## src/rtl/uart_tx_fifo_drain_if.sv

```systemverilog
// -----------------------------------------------------------------------------
// uart_tx_fifo_drain_if
//
// Read-side connection between the 16-byte transmit FIFO and the UART
// transmitter that drains it. The FIFO read port is registered: data appears
// on fifo_data in the cycle after the FIFO samples fifo_rd_en high.
//
// Signals:
//   fifo_data   [7:0]  FIFO data_out (driven by the FIFO)
//   fifo_empty         FIFO empty flag (driven by the FIFO)
//   fifo_rd_en         one-cycle read strobe (driven by the transmitter)
//
// Modports:
//   master  - the transmitter (consumer that issues reads)
//   slave   - the FIFO (supplier of data and empty flag)
// -----------------------------------------------------------------------------
interface uart_tx_fifo_drain_if;
    logic [7:0] fifo_data;
    logic       fifo_empty;
    logic       fifo_rd_en;

    modport master (
        input  fifo_data,
        input  fifo_empty,
        output fifo_rd_en
    );

    modport slave (
        output fifo_data,
        output fifo_empty,
        input  fifo_rd_en
    );
endinterface

```

## src/rtl/uart_tx_fifo_drain.sv

```systemverilog
// -----------------------------------------------------------------------------
// uart_tx_fifo_drain
//
// UART transmitter placed directly downstream of the transmit FIFO. It pops
// one byte per frame through the FIFO's registered read port and serialises
// it: start bit, 8 data bits LSB first, optional parity bit, 1 or 2 stop
// bits. The bit-period counter is internal and reloads at every bit boundary.
//
// Parameters:
//   CLKS_PER_BIT  clk cycles per serial bit (4..65535)
//   PARITY        0 = none, 1 = even, 2 = odd
//   STOP_BITS     1 or 2
//
// Ports:
//   clk         system clock, all logic on posedge
//   rst         asynchronous, active-low reset
//   fifo        FIFO read port (master side: fifo_data, fifo_empty in,
//               fifo_rd_en out)
//   tx_en       1 = new frames may start; 0 = finish current frame, then idle
//   tx          serial line, idle high
//   busy        high from the read request through the last stop-bit cycle
//   frame_done  one-cycle pulse after the final stop bit completes
//
// All outputs come straight from flops; nothing combinational reaches them.
// -----------------------------------------------------------------------------
module uart_tx_fifo_drain #(
    parameter int CLKS_PER_BIT = 16,
    parameter int PARITY       = 0,
    parameter int STOP_BITS    = 1
) (
    input  logic                 clk,
    input  logic                 rst,
    uart_tx_fifo_drain_if.master fifo,
    input  logic                 tx_en,
    output logic                 tx,
    output logic                 busy,
    output logic                 frame_done
);

    localparam int CNT_W = $clog2(CLKS_PER_BIT);

    localparam logic [CNT_W-1:0] BIT_LAST  = CNT_W'(CLKS_PER_BIT - 1);
    localparam logic [CNT_W-1:0] CNT_ONE   = CNT_W'(1);
    localparam logic [2:0]       DATA_LAST = 3'd7;
    localparam logic [2:0]       STOP_LAST = 3'(STOP_BITS - 1);

    typedef enum logic [2:0] {
        ST_IDLE,
        ST_REQ,
        ST_LOAD,
        ST_START,
        ST_DATA,
        ST_PARITY,
        ST_STOP
    } state_t;

    state_t           state, state_nx;
    logic [CNT_W-1:0] baud_cnt, baud_cnt_nx;
    logic [2:0]       bit_idx, bit_idx_nx;
    logic [7:0]       shift_reg, shift_reg_nx;
    logic             par_bit, par_bit_nx;
    logic             tx_nx;
    logic             busy_nx;
    logic             rd_en_nx;
    logic             frame_done_nx;
    logic             bit_end;

    // Parity over the popped byte; the none case never reaches the line.
    function automatic logic parity_bit(input logic [7:0] b);
        case (PARITY)
            1:       return ^b;
            2:       return ~^b;
            default: return 1'b0;
        endcase
    endfunction

    // The baud counter counts down and reaches zero in the last cycle of
    // every bit, so each bit is held exactly CLKS_PER_BIT cycles.
    assign bit_end = (baud_cnt == '0);

    always_ff @(posedge clk or negedge rst) begin
        if (!rst) begin
            state           <= ST_IDLE;
            baud_cnt        <= '0;
            bit_idx         <= '0;
            shift_reg       <= '0;
            par_bit         <= 1'b0;
            tx              <= 1'b1;
            busy            <= 1'b0;
            frame_done      <= 1'b0;
            fifo.fifo_rd_en <= 1'b0;
        end else begin
            state           <= state_nx;
            baud_cnt        <= baud_cnt_nx;
            bit_idx         <= bit_idx_nx;
            shift_reg       <= shift_reg_nx;
            par_bit         <= par_bit_nx;
            tx              <= tx_nx;
            busy            <= busy_nx;
            frame_done      <= frame_done_nx;
            fifo.fifo_rd_en <= rd_en_nx;
        end
    end

    always_comb begin
        state_nx      = state;
        baud_cnt_nx   = baud_cnt;
        bit_idx_nx    = bit_idx;
        shift_reg_nx  = shift_reg;
        par_bit_nx    = par_bit;
        tx_nx         = tx;
        busy_nx       = busy;
        rd_en_nx      = 1'b0;
        frame_done_nx = 1'b0;

        case (state)
            ST_IDLE: begin
                tx_nx = 1'b1;
                // fifo_empty is only looked at here, so the FIFO's flag lag
                // after a pop can never cause a second read in one frame.
                if (tx_en && !fifo.fifo_empty) begin
                    state_nx = ST_REQ;
                    rd_en_nx = 1'b1;
                    busy_nx  = 1'b1;
                end
            end

            ST_REQ: begin
                // Strobe is high this cycle; the FIFO commits the pop at the
                // closing edge regardless of what its empty flag does now.
                state_nx = ST_LOAD;
            end

            ST_LOAD: begin
                shift_reg_nx = fifo.fifo_data;
                par_bit_nx   = parity_bit(fifo.fifo_data);
                tx_nx        = 1'b0;
                baud_cnt_nx  = BIT_LAST;
                state_nx     = ST_START;
            end

            ST_START: begin
                if (bit_end) begin
                    tx_nx       = shift_reg[0];
                    baud_cnt_nx = BIT_LAST;
                    bit_idx_nx  = '0;
                    state_nx    = ST_DATA;
                end else begin
                    baud_cnt_nx = baud_cnt - CNT_ONE;
                end
            end

            ST_DATA: begin
                if (bit_end) begin
                    baud_cnt_nx = BIT_LAST;
                    if (bit_idx == DATA_LAST) begin
                        bit_idx_nx = '0;
                        if (PARITY != 0) begin
                            tx_nx    = par_bit;
                            state_nx = ST_PARITY;
                        end else begin
                            tx_nx    = 1'b1;
                            state_nx = ST_STOP;
                        end
                    end else begin
                        // shift_reg[0] is the bit on the line; the next one
                        // sits in [1] and moves down as we shift.
                        tx_nx        = shift_reg[1];
                        shift_reg_nx = {1'b0, shift_reg[7:1]};
                        bit_idx_nx   = bit_idx + 3'd1;
                    end
                end else begin
                    baud_cnt_nx = baud_cnt - CNT_ONE;
                end
            end

            ST_PARITY: begin
                if (bit_end) begin
                    tx_nx       = 1'b1;
                    baud_cnt_nx = BIT_LAST;
                    bit_idx_nx  = '0;
                    state_nx    = ST_STOP;
                end else begin
                    baud_cnt_nx = baud_cnt - CNT_ONE;
                end
            end

            ST_STOP: begin
                tx_nx = 1'b1;
                if (bit_end) begin
                    // bit_idx counts stop bits so two stop bits reuse the
                    // same bit-period counter.
                    if (bit_idx == STOP_LAST) begin
                        busy_nx       = 1'b0;
                        frame_done_nx = 1'b1;
                        state_nx      = ST_IDLE;
                    end else begin
                        bit_idx_nx  = bit_idx + 3'd1;
                        baud_cnt_nx = BIT_LAST;
                    end
                end else begin
                    baud_cnt_nx = baud_cnt - CNT_ONE;
                end
            end

            default: begin
                state_nx = ST_IDLE;
                tx_nx    = 1'b1;
                busy_nx  = 1'b0;
            end
        endcase
    end

endmodule

```

## src/flat_wrapper.sv

```systemverilog
// flat-port wrapper written by rule: the top's interface ports become plain ports
module uart_tx_fifo_drain_flat 
#(
    parameter int CLKS_PER_BIT = 16,
    parameter int PARITY       = 0,
    parameter int STOP_BITS    = 1
)
  (clk, rst, tx_en, tx, busy, frame_done, fifo_fifo_data, fifo_fifo_empty, fifo_fifo_rd_en);
  uart_tx_fifo_drain_if fifo_i ();
  input  logic clk;
  input  logic rst;
  input  logic tx_en;
  output logic tx;
  output logic busy;
  output logic frame_done;
  input wire logic [$bits(fifo_i.fifo_data)-1:0] fifo_fifo_data;
  input wire logic [$bits(fifo_i.fifo_empty)-1:0] fifo_fifo_empty;
  output wire logic [$bits(fifo_i.fifo_rd_en)-1:0] fifo_fifo_rd_en;
  assign fifo_i.fifo_data = fifo_fifo_data;
  assign fifo_i.fifo_empty = fifo_fifo_empty;
  assign fifo_fifo_rd_en = fifo_i.fifo_rd_en;
  uart_tx_fifo_drain #(.CLKS_PER_BIT(CLKS_PER_BIT), .PARITY(PARITY), .STOP_BITS(STOP_BITS)) u_core (.clk(clk), .rst(rst), .fifo(fifo_i), .tx_en(tx_en), .tx(tx), .busy(busy), .frame_done(frame_done));
endmodule
```

## config.mk

```make
export PLATFORM = sky130hd
export DESIGN_NAME = uart_tx_fifo_drain_flat
export DESIGN_NICKNAME = d
export VERILOG_FILES = /design/src/rtl/uart_tx_fifo_drain_if.sv /design/src/rtl/uart_tx_fifo_drain.sv /design/src/flat_wrapper.sv
export SDC_FILE = /design/constraint.sdc
export NUM_CORES = 1
export LEC_CHECK = 0
export BUFFER_PORTS_ARGS = -buffer_cell sky130_fd_sc_hd__clkbuf_2
export CAP_MARGIN = 20
export CORE_ASPECT_RATIO = 0.6
export CORE_MARGIN = 2
export CORE_UTILIZATION = 35
export DETAILED_ROUTE_END_ITERATION = 8
export MAX_ROUTING_LAYER = met4
export SLEW_MARGIN = 10
export SYNTH_ARGS = -nofsm -noshare
export SYNTH_HDL_FRONTEND = slang
export SYNTH_SLANG_ARGS = --single-unit
```

## constraint.sdc

```tcl
create_clock -name clk -period 2.9 [get_ports clk]
set_clock_uncertainty 0.1 [all_clocks]
set_input_delay 0.435 -clock clk [delete_from_list [all_inputs] [get_ports clk]]
set_output_delay 0.435 -clock clk [all_outputs]
set_load 0.01 [all_outputs]
```

==> results.md <==
- Number of synthesized flops with an enable pin: 0
- Post CTS Setup Buffer Count: 0
- Die footprint: 0.00427 mm^2
- Multi-input combinational cell area: ~700 um^2
- Clock tree from TritonCTS: built
- Count of placed standard cells including taps: 186
- Summed instance area of the synthesized netlist: approximately 0.0013 mm^2
- Part of the power in registers: a little over two fifths
- Sink count of the clock tree: 22
- Number of setup violations in the final report: 0
- Share of async-settable or async-resettable flops after synthesis: between 90% and 100%
- Sw Share: between 40% and 50%
- CTS Hold Bufs: 0
- Share of cells above drive strength 1: 24.5%
- All-Layer GR Usage: approximately 15%
- Synthesis-stage register bit count: 22
- Clock network fraction of design power: between 10% and 20%
- Setup repair after global routing missed its margin: false
- Design internal power: a little over 0.8 mW
- Register area share after synthesis: between 40 and 50%
- Clock input transition at the sequential cells of the worst setup and hold paths: approximately 0.080 ns
- Mean Syn Cell Area: a little over 10 um^2
- Overall via count from detail_route: ~1000
- NumNets Final: 163
- Result of the run: completed
- Dominant synthesized flop cell: sky130_fd_sc_hd__dfrtp_1
- Resize count post-CTS: 0
- Cell at the root of the clock tree: sky130_fd_sc_hd__clkbuf_8
- Post-DP HPWL: approximately 2100 um
- Overall power consumption: 1.38 mW
- Top Ports: 16
- Slew @ Worst Pin: around 0.55 ns
- Final critical delay including setup and external delays: between 2 and 2.5 ns
- Final std cells w/o fill: 190
- Reported max-cap violation count: 0
- Critical path type: register to register
- Max FFs per register: 8
- Maximum fanout count along the critical path: 8
- 1st-pass router iterations: 4
- Count of synthesis-stage warnings from yosys: 0
- Post-synthesis net count: 146
- Routed WL: 2870 um
- Vert. Die Dim: 51.4 um
- Worst path required time: about 3.0 ns
- Final global-route overflow total: 0
- FF/Latch Area: between 500 and 600 um^2
- Die width: between 80 and 90 um
- Switching power of the nets: 0.559 mW
- Global-route wire length before repair: 4970 um
- Number of max-slew violations in the final report: 0
- Signal arrival time at the worst endpoint: roughly 2.3 ns
- DP Worst Slack: around 0.71 ns
- Count of buffers from port buffering: 15
- Number of DRC markers in iteration 0: 175
- Count of filler cells inserted in the layout: 360
- Gate power share: 42.1%
- Effective utilization at floorplan: between 30% and 40%
- Via count normalized by instance count: around 5.5
- Via count of the first global-routing pass: 1083
- Worst slew margin relative to its limit: 62.9%
- Number of antenna-violating nets in the routed design: 0
- DRC Markers: 0
- Final core utilization: around two fifths
- Initial antenna violation count: 0
- Core Region: roughly 0.0036 mm^2
- Number of clock buffers inserted by TritonCTS: 3
- Pin count of the biggest net entering global routing: 23
- Hold Path Class: input port to async pin
- Antenna diode count: 0
- Peak supply drop: 333 uV
- Part of the cycle the worst path needs: 76.8%
- Area Overhead vs Synth: 13.6%
- Fin Setup TNS: 0 ns
- Clk_lat worst skew: between 0.2 and 0.3 ns
- Crit. End Element: register
- Fmax: about 450 MHz
- Number of distinct library cells after synthesis: between 40 and 50
- FP Rows: 17
- Startpoint Class: register
- Power per cell area: between 900 and 1000 mW/mm^2
- Static leakage power: around 0.67 nW
- Maximum buffer depth of the clock tree: 2
- Final Hold Viols: 0
- Worst Setup Slack, final: roughly 0.67 ns
- Wire per inst: around 15 um
- Number of standard cells after synthesis: ~130
- Last weighted congestion value of the routability-driven placer: slightly below 0.9
- Max H-tree Level: 1
[power by group through the flow]
stage / registers, mW / logic, mW / clock network (mW)
global placement: 0.570 / 0.557 / 0
detailed placement: 0.576 / 0.578 / 0
finish: 0.578 / 0.582 / 0.223
CTS: 0.572 / 0.581 / 0.229
floorplan: 0.511 / 0.487 / 0
global route: 0.593 / 0.652 / 0.238
[kinds of logic after synthesis]
logic type,count (synthesis),share of synthesized area (%)
XOR/XNOR,3,2.00
flip-flops,22,42.1
multiplexers,17,14.3
buffers and inverters,13,3.91
AO/OA/AOI/OAI,34,17.1
AND/OR/NAND/NOR,31,13.9
adder cells (fa/ha/maj),7,6.68
[final timing paths]
check	startpoint	to	slack (ns)	depth (start not counted)
min reg2reg	u_core.shift_reg[3]	u_core.shift_reg[3]	0.40	1
min in group clk	fifo_fifo_data[7]	u_core.shift_reg[7]	0.30	3
max in group asynchronous	rst	u_core.tx	2.28	1
min	rst	u_core.state[0]	0.04	1
max	u_core.baud_cnt[0]	u_core.baud_cnt[3]	0.67	7
max reg2reg	u_core.baud_cnt[0]	u_core.baud_cnt[3]	0.67	7
[synth_stat cells, drive strengths merged, types with 2 or more instances]
cell type	count	share of area, %
dfrtp	21	40
mux2	14	12
a21oi	9	3.7
inv	9	2.6
nand2	8	2.3
o21ai	8	3.1
ha	7	6.7
nor2	5	1.6
mux2i	3	2.3
a21boi	2	1.1
a41oi	2	1.3
buf	2	0.76
clkbuf	2	0.57
nand2b	2	0.95
nand4	2	0.95
nor2b	2	0.95
nor3b	2	1.1
nor4	2	0.95
o21a	2	1.1
o22ai	2	0.95
o32ai	2	1.3
or3	2	1.3
xnor2	2	1.3
[routing by layer]
layer  vias to the layer above  part of all wire, %  global-route usage, %
met5                         -                    0                      -
met4                         0                  1.3                   6.01
met3                         4                  6.3                   4.52
met2                        42                   44                   22.8
met1                       505                   48                   19.7
li1                        498                    -                      -
[cells in the final DEF (no fill, tap or decap), types with 2 or more instances in the layout]
master,instances
sky130_fd_sc_hd__nor2b_1,2
sky130_fd_sc_hd__nor2_1,4
sky130_fd_sc_hd__o21a_1,2
sky130_fd_sc_hd__ha_1,7
sky130_fd_sc_hd__o32ai_1,2
sky130_fd_sc_hd__a21oi_1,8
sky130_fd_sc_hd__clkbuf_8,4
sky130_fd_sc_hd__nand2b_1,2
sky130_fd_sc_hd__nor3b_1,2
sky130_fd_sc_hd__nand2_1,8
sky130_fd_sc_hd__dfrtp_1,21
sky130_fd_sc_hd__mux2_1,7
sky130_fd_sc_hd__nand4_1,2
sky130_fd_sc_hd__nor4_1,2
sky130_fd_sc_hd__mux2i_1,3
sky130_fd_sc_hd__inv_2,2
sky130_fd_sc_hd__clkbuf_2,15
sky130_fd_sc_hd__o21ai_0,4
sky130_fd_sc_hd__mux2_2,7
sky130_fd_sc_hd__o22ai_1,2
sky130_fd_sc_hd__xnor2_1,2
sky130_fd_sc_hd__o21ai_1,4
sky130_fd_sc_hd__inv_1,7
sky130_fd_sc_hd__a41oi_1,2
[worst max-delay path, cell delays in order, from the launching register on]
cell	delay, ns
sky130_fd_sc_hd__dfrtp_1	0.43
sky130_fd_sc_hd__inv_1	0.08
sky130_fd_sc_hd__ha_1	0.22
sky130_fd_sc_hd__or3b_1	0.51
sky130_fd_sc_hd__or3_4	0.47
sky130_fd_sc_hd__inv_2	0.07
sky130_fd_sc_hd__a21oi_2	0.04
sky130_fd_sc_hd__a32o_1	0.20
[metrics by stage]
step | instance area [um^2] | hold WS [ns]
6_report | 1490 | 0.0386
5_1_grt | 1490 | 0.0869
4_1_cts | 1490 | 0.0709
3_5_place_dp | 1440 | 0.361
3_3_place_gp | 1440 | 0.353
2_1_floorplan | 1310 | 0.0394
[layout make-up]
cell class              instances  area share (%)
multi-input cells              92            47.5
flip-flops and latches         22            37.0
repair buffers                 16            5.54
well taps                      47            3.95
clock buffers                   4            3.69
inverters                       9            2.27
Note: power is estimated with default switching activity, not from simulation.
